`src/rtl/ram_seq_ctrl_pkg.sv`:
```
// Shared types and default widths for the RAM request sequencer.
// The RAM_OUTREG_EN build adds the WAIT_A/WAIT_B states; the enum always declares them.
package mem_ctrl_pkg;

  localparam int unsigned ADDR_W_DFLT = 8;
  localparam int unsigned DATA_W_DFLT = 16;

  typedef enum logic [1:0] {
    OP_READ  = 2'b00,
    OP_WRITE = 2'b01,
    OP_ADD   = 2'b10,
    OP_RSVD  = 2'b11
  } op_t;

  typedef enum logic [2:0] {
    ST_IDLE    = 3'd0,
    ST_ISSUE_A = 3'd1,
    ST_WAIT_A  = 3'd2,
    ST_CAP_A   = 3'd3,
    ST_WAIT_B  = 3'd4,
    ST_CAP_B   = 3'd5,
    ST_WR      = 3'd6,
    ST_RESP    = 3'd7
  } state_t;

endpackage

```
`src/rtl/ram_seq_ctrl_if.sv`:
```
// Request/response bus between a processor (master) and the sequencer (slave).
interface ram_seq_ctrl_if #(
  parameter int unsigned ADDR_W = 8,
  parameter int unsigned DATA_W = 16
) ();

  logic              ReqValid;
  logic              ReqReady;
  logic [1:0]        ReqOp;
  logic [ADDR_W-1:0] ReqAddrA;
  logic [ADDR_W-1:0] ReqAddrB;
  logic [ADDR_W-1:0] ReqAddrD;
  logic [DATA_W-1:0] ReqData;
  logic              RspValid;
  logic [DATA_W-1:0] RspData;
  logic              RspErr;
  logic              RspCarry;

  modport master (
    output ReqValid, ReqOp, ReqAddrA, ReqAddrB, ReqAddrD, ReqData,
    input  ReqReady, RspValid, RspData, RspErr, RspCarry
  );

  modport slave (
    input  ReqValid, ReqOp, ReqAddrA, ReqAddrB, ReqAddrD, ReqData,
    output ReqReady, RspValid, RspData, RspErr, RspCarry
  );

endinterface

```
`src/rtl/ram_seq_ctrl.sv`:
```
// Sequencer turning READ/WRITE/ADD requests into timed RAM address/data/wren
// cycles with one response per request. Define RAM_OUTREG_EN for a RAM with
// registered q: adds a wait cycle after each address issue.
module ram_seq_ctrl
  import mem_ctrl_pkg::*;
#(
  parameter int unsigned ADDR_W = ADDR_W_DFLT,
  parameter int unsigned DATA_W = DATA_W_DFLT
) (
  input  logic              Clk,
  input  logic              Reset,
  ram_seq_ctrl_if.slave     bus,
  output logic [ADDR_W-1:0] RamAddr,
  output logic [DATA_W-1:0] RamData,
  output logic              RamWren,
  input  logic [DATA_W-1:0] RamQ
);

  state_t            state_q, state_d;
  op_t               op_q, op_d;
  logic [ADDR_W-1:0] a_q, a_d;
  logic [ADDR_W-1:0] b_q, b_d;
  logic [ADDR_W-1:0] dst_q, dst_d;
  logic [DATA_W-1:0] wdata_q, wdata_d;
  logic [DATA_W-1:0] x_q, x_d;
  logic [DATA_W-1:0] sum_q, sum_d;
  logic              carry_q, carry_d;
  logic [ADDR_W-1:0] ram_addr_q, ram_addr_d;
  logic [DATA_W-1:0] ram_data_q, ram_data_d;
  logic              ram_wren_q, ram_wren_d;
  logic              req_ready_q, req_ready_d;
  logic              rsp_valid_q, rsp_valid_d;
  logic [DATA_W-1:0] rsp_data_q, rsp_data_d;
  logic              rsp_err_q, rsp_err_d;
  logic              rsp_carry_q, rsp_carry_d;
  logic [DATA_W:0]   sum_full_c;

  // Full-width sum of operand A (held in X) and operand B arriving on RamQ
  assign sum_full_c = {1'b0, x_q} + {1'b0, RamQ};

  // Next-state and registered-output computation
  always_comb begin
    state_d     = state_q;
    op_d        = op_q;
    a_d         = a_q;
    b_d         = b_q;
    dst_d       = dst_q;
    wdata_d     = wdata_q;
    x_d         = x_q;
    sum_d       = sum_q;
    carry_d     = carry_q;
    ram_addr_d  = ram_addr_q;
    ram_data_d  = ram_data_q;
    ram_wren_d  = 1'b0;
    rsp_valid_d = 1'b0;
    rsp_data_d  = rsp_data_q;
    rsp_err_d   = rsp_err_q;
    rsp_carry_d = rsp_carry_q;

    case (state_q)
      ST_IDLE: begin
        if (bus.ReqValid && req_ready_q) begin
          op_d    = op_t'(bus.ReqOp);
          a_d     = bus.ReqAddrA;
          b_d     = bus.ReqAddrB;
          dst_d   = bus.ReqAddrD;
          wdata_d = bus.ReqData;
          case (op_t'(bus.ReqOp))
            OP_READ, OP_ADD: begin
              state_d    = ST_ISSUE_A;
              ram_addr_d = bus.ReqAddrA;
              ram_data_d = '0;
            end
            OP_WRITE: begin
              state_d    = ST_WR;
              ram_addr_d = bus.ReqAddrD;
              ram_data_d = bus.ReqData;
              ram_wren_d = 1'b1;
            end
            default: begin
              state_d     = ST_RESP;
              rsp_valid_d = 1'b1;
              rsp_data_d  = '0;
              rsp_err_d   = 1'b1;
              rsp_carry_d = 1'b0;
            end
          endcase
        end
      end

      ST_ISSUE_A: begin
`ifdef RAM_OUTREG_EN
        state_d = ST_WAIT_A;
`else
        state_d = ST_CAP_A;
        if (op_q == OP_ADD) ram_addr_d = b_q;
`endif
      end

      ST_WAIT_A: begin
        state_d = ST_CAP_A;
        if (op_q == OP_ADD) ram_addr_d = b_q;
      end

      ST_CAP_A: begin
        x_d = RamQ;
        if (op_q == OP_ADD) begin
`ifdef RAM_OUTREG_EN
          state_d = ST_WAIT_B;
`else
          state_d = ST_CAP_B;
`endif
        end else begin
          state_d     = ST_RESP;
          rsp_valid_d = 1'b1;
          rsp_data_d  = RamQ;
          rsp_err_d   = 1'b0;
          rsp_carry_d = 1'b0;
          ram_addr_d  = '0;
          ram_data_d  = '0;
        end
      end

      ST_WAIT_B: begin
        state_d = ST_CAP_B;
      end

      ST_CAP_B: begin
        state_d    = ST_WR;
        sum_d      = sum_full_c[DATA_W-1:0];
        carry_d    = sum_full_c[DATA_W];
        ram_addr_d = dst_q;
        ram_data_d = sum_full_c[DATA_W-1:0];
        ram_wren_d = 1'b1;
      end

      ST_WR: begin
        state_d     = ST_RESP;
        rsp_valid_d = 1'b1;
        rsp_data_d  = (op_q == OP_WRITE) ? wdata_q : sum_q;
        rsp_err_d   = 1'b0;
        rsp_carry_d = (op_q == OP_ADD) ? carry_q : 1'b0;
        ram_addr_d  = '0;
        ram_data_d  = '0;
      end

      ST_RESP: begin
        state_d = ST_IDLE;
      end

      default: begin
        state_d = ST_IDLE;
      end
    endcase

    req_ready_d = (state_d == ST_IDLE);
  end

  // State and output registers with synchronous reset
  always_ff @(posedge Clk) begin
    if (Reset) begin
      state_q     <= ST_IDLE;
      op_q        <= OP_READ;
      a_q         <= '0;
      b_q         <= '0;
      dst_q       <= '0;
      wdata_q     <= '0;
      x_q         <= '0;
      sum_q       <= '0;
      carry_q     <= 1'b0;
      ram_addr_q  <= '0;
      ram_data_q  <= '0;
      ram_wren_q  <= 1'b0;
      req_ready_q <= 1'b1;
      rsp_valid_q <= 1'b0;
      rsp_data_q  <= '0;
      rsp_err_q   <= 1'b0;
      rsp_carry_q <= 1'b0;
    end else begin
      state_q     <= state_d;
      op_q        <= op_d;
      a_q         <= a_d;
      b_q         <= b_d;
      dst_q       <= dst_d;
      wdata_q     <= wdata_d;
      x_q         <= x_d;
      sum_q       <= sum_d;
      carry_q     <= carry_d;
      ram_addr_q  <= ram_addr_d;
      ram_data_q  <= ram_data_d;
      ram_wren_q  <= ram_wren_d;
      req_ready_q <= req_ready_d;
      rsp_valid_q <= rsp_valid_d;
      rsp_data_q  <= rsp_data_d;
      rsp_err_q   <= rsp_err_d;
      rsp_carry_q <= rsp_carry_d;
    end
  end

  // Write enable is masked by Reset so an interrupted write never commits
  assign RamWren      = ram_wren_q & ~Reset;
  assign RamAddr      = ram_addr_q;
  assign RamData      = ram_data_q;
  assign bus.ReqReady = req_ready_q;
  assign bus.RspValid = rsp_valid_q;
  assign bus.RspData  = rsp_data_q;
  assign bus.RspErr   = rsp_err_q;
  assign bus.RspCarry = rsp_carry_q;

endmodule

```
`src/flat_wrapper.sv`:
```
// flat-port wrapper written by rule: the top's interface ports become plain ports
module ram_seq_ctrl_flat import mem_ctrl_pkg::*;
#(
  parameter int unsigned ADDR_W = ADDR_W_DFLT,
  parameter int unsigned DATA_W = DATA_W_DFLT
)
  (Clk, Reset, RamAddr, RamData, RamWren, RamQ, bus_ReqValid, bus_ReqOp, bus_ReqAddrA, bus_ReqAddrB, bus_ReqAddrD, bus_ReqData, bus_ReqReady, bus_RspValid, bus_RspData, bus_RspErr, bus_RspCarry);
  ram_seq_ctrl_if #(.ADDR_W(ADDR_W), .DATA_W(DATA_W)) bus_i ();
  input  logic Clk;
  input  logic Reset;
  output logic [ADDR_W-1:0] RamAddr;
  output logic [DATA_W-1:0] RamData;
  output logic RamWren;
  input  logic [DATA_W-1:0] RamQ;
  input wire logic [$bits(bus_i.ReqValid)-1:0] bus_ReqValid;
  input wire logic [$bits(bus_i.ReqOp)-1:0] bus_ReqOp;
  input wire logic [$bits(bus_i.ReqAddrA)-1:0] bus_ReqAddrA;
  input wire logic [$bits(bus_i.ReqAddrB)-1:0] bus_ReqAddrB;
  input wire logic [$bits(bus_i.ReqAddrD)-1:0] bus_ReqAddrD;
  input wire logic [$bits(bus_i.ReqData)-1:0] bus_ReqData;
  output wire logic [$bits(bus_i.ReqReady)-1:0] bus_ReqReady;
  output wire logic [$bits(bus_i.RspValid)-1:0] bus_RspValid;
  output wire logic [$bits(bus_i.RspData)-1:0] bus_RspData;
  output wire logic [$bits(bus_i.RspErr)-1:0] bus_RspErr;
  output wire logic [$bits(bus_i.RspCarry)-1:0] bus_RspCarry;
  assign bus_i.ReqValid = bus_ReqValid;
  assign bus_i.ReqOp = bus_ReqOp;
  assign bus_i.ReqAddrA = bus_ReqAddrA;
  assign bus_i.ReqAddrB = bus_ReqAddrB;
  assign bus_i.ReqAddrD = bus_ReqAddrD;
  assign bus_i.ReqData = bus_ReqData;
  assign bus_ReqReady = bus_i.ReqReady;
  assign bus_RspValid = bus_i.RspValid;
  assign bus_RspData = bus_i.RspData;
  assign bus_RspErr = bus_i.RspErr;
  assign bus_RspCarry = bus_i.RspCarry;
  ram_seq_ctrl #(.ADDR_W(ADDR_W), .DATA_W(DATA_W)) u_core (.Clk(Clk), .Reset(Reset), .bus(bus_i), .RamAddr(RamAddr), .RamData(RamData), .RamWren(RamWren), .RamQ(RamQ));
endmodule
```
`config.mk`:
```
export PLATFORM = sky130hd
export DESIGN_NAME = ram_seq_ctrl_flat
export DESIGN_NICKNAME = d
export VERILOG_FILES = /design/src/rtl/ram_seq_ctrl_pkg.sv /design/src/rtl/ram_seq_ctrl_if.sv /design/src/rtl/ram_seq_ctrl.sv /design/src/flat_wrapper.sv
export SDC_FILE = /design/constraint.sdc
export NUM_CORES = 1
export LEC_CHECK = 0
export ABC_AREA = 0
export BUFFER_PORTS_ARGS = -buffer_cell sky130_fd_sc_hd__clkbuf_2
export CAP_MARGIN = 20
export CORE_MARGIN = 2
export CORE_UTILIZATION = 35
export DETAILED_ROUTE_END_ITERATION = 12
export PLACE_DENSITY_LB_ADDON = 0.2
export SLEW_MARGIN = 30
export SYNTH_ARGS = -nofsm -noshare
export SYNTH_HDL_FRONTEND = slang
export SYNTH_SLANG_ARGS = --single-unit
```
`constraint.sdc`:
```
create_clock -name Clk -period 2.6 [get_ports Clk]
set_clock_uncertainty 0.15 [all_clocks]
set_input_delay 0.65 -clock Clk [delete_from_list [all_inputs] [get_ports Clk]]
set_output_delay 0.65 -clock Clk [all_outputs]
set_load 0.01 [all_outputs]
```
# == After elaboration in Yosys (flattened, before gate mapping) ==
# Index checks and enable logic that the tools add are counted.
# totals
inputBits,61
out_inout_bits,45
ff_bits,115
# classes
n_bitwise,2
reduce_logical,14
eq_ne,16
mux,33
addsub,1
# op_table
cell,count
$mux W16,6
$pmux W16 S4,1
$pmux W16 S3,1
$pmux W8 S5,1
$pmux W16 S2,1
$mux W8,3
$pmux W3 S7,1
$add A16 B16 Y17,1
$pmux W8 S2,1
$eq A3 B3 Y1 const B,4
$mux W1,11
$pmux W1 S3,3
$reduce_and A4 Y1,2
$eq A3 B2 Y1 const B,2
$logic_not A3 Y1,2
$pmux W3 S2,1
$reduce_and A5 Y1,1
$reduce_bool A5 Y1,1
$eq A2 B1 Y1 const B,2
$eq A2 B2 Y1 const B,2
$ne A2 B1 Y1 const B,2
$ne A2 B2 Y1 const B,2
$reduce_bool A4 Y1,1
$reduce_or A2 Y1,2
12 further kinds,12

# == Logic depth before layout (Yosys ltp) ==
# logic_depth
ltp_word,6
depth_mapped,8
ltp_nobuf,7

# == Least setup slack after synthesis ==
# Ideal clock, no wire load.
# synth_timing
path_kind,input -> register
start,input port RamQ[0]
end,register u_core.sum_q[14]
stages,7
setup_ns,0.079
arrival_time_ns,2.396
required_ns,2.371
setup_slack_ns,-0.025
path_buffers,0
path_cell_list,ha_1 > fa_1 > a21o_1 > a221o_1 > a211o_1 > and2_1 > o211ai_1
# synth_via
elab_chain_len,1
# synth_lines
element,line_no,source
"start, declared",flat_wrapper.sv:14,input logic [DATA_W-1:0] RamQ;
$add A16 B16 Y17,ram_seq_ctrl.sv:39,"assign sum_full_c = {1'b0, x_q} + {1'b0, RamQ};"
"end signal, assigned",ram_seq_ctrl.sv:187,sum_q <= sum_d;
"end, declared",ram_seq_ctrl.sv:26,"logic [DATA_W-1:0] sum_q, sum_d;"
# Every way passes these cells.
# A chain may end at the register's enable or synchronous reset.

# == Worst setup path in the final report ==
# Ends and elaborated chain as after synthesis.

==> results by group <==
Timing
  • Unrepaired setup endpoints after global routing: no
  • Slew margin rel.: 0.4518
  • Worst hold slack: just over 0.3 ns
  • Fin crit period: roughly 2.4 ns
  • Slew Limit Fails: 0
  • Final worst-path cycle share: 0.9116
  • Worst-margin pin slew: 0.8223 ns
  • Fmax: approximately 420 MHz
  • PnR worst setup slack: between 0.2 and 0.25 ns
  • Final setup violation count: 0
  • Fin. Hold Viols: 0

Yosys
  • Adder and majority gate portion of the synthesized area: 0.03881
  • Number of flops mapped to enable cells by yosys: 0
  • Top-count cell post-synth: nand2_1
  • Top-area cell type share of the netlist area: 0.4057
  • Mapped Area: around 0.0057 mm^2
  • Post-synthesis compound-gate area fraction: 0.2337
  • Yosys warning count: 0
  • Yosys top cell by area: dfxtp_1
  • Post-Synth Simple-Gate Area: 0.2357
  • Top cells by area, synth: dfxtp_1 41%, nand2_1 13%, a21oi_1 7.0%
  • Yosys reg bits: approximately 120
  • Seq/Total Area, Yosys: 0.4057
  • Post-synth ARST share: 0
  • Mapped Avg Cell Area: slightly below 8 um^2
  • Syn_nets: around 810
  • Synth unique cells: 56
  • Largest family of logic cells by synthesized area: simple AND/OR/NAND/NOR gates
  • Post-Synthesis Cells: approximately 730
  • List of most frequent post-synthesis cells: 189 x nand2_1, 115 x dfxtp_1, 79 x a21oi_1
  • Post-synthesis xor/xnor area fraction: 0.01235
  • Commonest register cell after synthesis: dfxtp_1
  • Mux share of post-synthesis cell area: 0.02646

Power and ir drop
  • Sw Pwr: around 2.2 mW
  • Logic pwr share: 0.288
  • Leakage Power: ~2.9 nW
  • Clock share of power: 0.367
  • PD cells: between 900 and 1000 mW/mm^2
  • Sw Share: 0.3259
  • Max VDD drop: 0.4931 mV
  • Register share of total power: 0.344
  • Internal: approximately 4.5 mW
  • Tot Pwr: 6.744 mW

Route
  • Routed vias: between 5k and 6k
  • DR iter-0 viols: approximately 360
  • WL final: 17.05 mm
  • Drt drc: 0
  • ANT nets after route: 0
  • Per-cell routed wire length: between 15 and 20 um
  • Drt pass-1 iters: 5
  • Vias/cell: just over 5

Clocking
  • TritonCTS clock tree: yes
  • Clock Latency Late Sink: around 0.42 ns
  • Setup Fix Bufs, Post-CTS: 0
  • Post-CTS sizing: 0
  • CTS Buf Count: 17
  • Max clock buf depth: 2
  • H-tree depth: 4
  • Clock Sink Count: 115
  • Post-CTS Hold Buffers: 0
  • Clk slew on worst S/H paths: 0.05 ns
  • CTS root buf: clkbuf_16

Worst setup path
  • CP max FO: 4
  • Crit path kind: in -> reg
  • CP cell instances: clkbuf_2 -> ha_1 -> fa_2 -> a21o_1 -> a221o_1 -> a211o_1 -> and2_1 -> o211ai_1
  • Slowest cell on crit path: a221o_1
  • Slowest stage delay, CP: about 0.37 ns
  • Critical path data arrival time: approximately 2.6 ns
  • Type of origin of the critical path: input pin
  • CP required: approximately 2.8 ns
  • Crit. End Element: register

Floorplan
  • Die area: roughly 0.017 mm^2
  • Die Ht: 131.3 um
  • I/O Pins: ~110
  • Core region area: roughly 0.016 mm^2
  • Starting Density: 0.3572
  • Core Rows: 46
  • Die Width: around 130 um

Place
  • Pre-CTS setup slack: -0.2185 ns
  • DP HPWL: around 13 mm
  • Placer Congestion: roughly 0.83
  • Inst Count DP: ~1.1k
  • IO Port Bufs: between 100 and 150

Final layout
  • Final net count: between 900 and 1k
  • Non-filler cells, final: 1083
  • Share of layout cells above drive strength 1: 0.2238
  • Diode count: 0
  • P&R area growth vs syn: 28.14%

Global route
  • Grt ovf: 0
  • Global Route Usage Sum: 0.2004
  • Initial antenna violation count: 0
  • First-pass GRT wire length: ~28 mm
  • Vias in the first global route: between 5k and 6k
  • Largest net degree at the start of global routing: 45

Run status
  • Status: finished, final reports clean

Job
  • Max-cap violations: 0

Worst hold path
  • Worst hold path class: reg -> reg
## sequential cells by signal (all words and copies together), names as in the netlist, 2 cells and up
name                flops
u_core.RamAddr          8
u_core.RamData         16
u_core.b_q              8
u_core.bus.RspData     16
u_core.dst_q            8
u_core.op_q             2
u_core.state_q          3
u_core.sum_q           16
u_core.wdata_q         16
u_core.x_q             16
## through the flow
stage               cell area, um^2  TNS [ns]    util
floorplan                      5677         0       -
global placement               6650    -1.433  0.4186
detailed placement             6650    -1.765  0.4186
CTS                            7271         0  0.4577
global route                   7271         0  0.4577
finish                         7271         0  0.4577
## worst paths after layout
kind                                            startpoint                            end  slack [ns]  cells past startpoint
worst max-delay path                               RamQ[0]  u_core.sum_q[14]$_SDFFE_PP0P_        0.23                      8
worst min-delay path            u_core.b_q[2]$_SDFFE_PP0P_     u_core.b_q[2]$_SDFFE_PP0P_        0.30                      2
worst max register to register  u_core.x_q[0]$_SDFFE_PP0P_  u_core.sum_q[14]$_SDFFE_PP0P_        0.26                      7
worst min register to register  u_core.b_q[2]$_SDFFE_PP0P_     u_core.b_q[2]$_SDFFE_PP0P_        0.30                      2
## power groups by stage
stage	clock, mW	combinational [mW]	sequential, mW
3_5_place_dp	0	1.96	2.36
5_1_grt	2.60	2.17	2.37
6_report	2.48	1.94	2.32
2_1_floorplan	0	1.18	2.37
3_3_place_gp	0	1.94	2.36
4_1_cts	2.52	1.96	2.32
## final cells by class
cell class / count / area [um^2]
repair buffers: 159 / 945.9
fillers: 1640 / 8615
inverters: 5 / 18.77
clock inverters: 9 / 152.6
multi-input cells: 556 / 3113
flip-flops and latches: 115 / 2302
clock buffers: 23 / 467.9
well taps: 216 / 270.3
## logic make-up after synthesis
family | count (synthesis)
flops | 115
xor+xnor | 8
buf+inv | 60
compound gates | 198
simple gates | 318
fa+ha+maj | 17
mux | 15
## critical path, delay by kind of cell
family / cells / cell delay (ns)
AOI/OAI and AO/OA: 4 / 1.07
adders and majority gates: 2 / 0.58
and+or+nand+nor: 1 / 0.16
buffers and inverters: 1 / 0.09
## routing by layer
metal / GRT usage / vias up / wire length, um
met4: 0.05978 / 0 / 176
met1: 0.2747 / 2567 / 8377
li1: - / 2812 / -
met5: 0 / - / 0
met2: 0.3140 / 154 / 7570
met3: 0.04668 / 16 / 926
## cell usage in the layout (no fill, tap or decap), types with 14 or more instances in the layout
master,instances
dfxtp_1,115
o21ai_0,14
a21oi_1,79
a21o_1,20
clkbuf_16,17
a311oi_1,30
mux2i_1,15
ha_1,16
nor2_1,72
buf_4,54
nand2_1,189
clkbuf_2,104
Note: power is estimated with default switching activity, not from simulation.
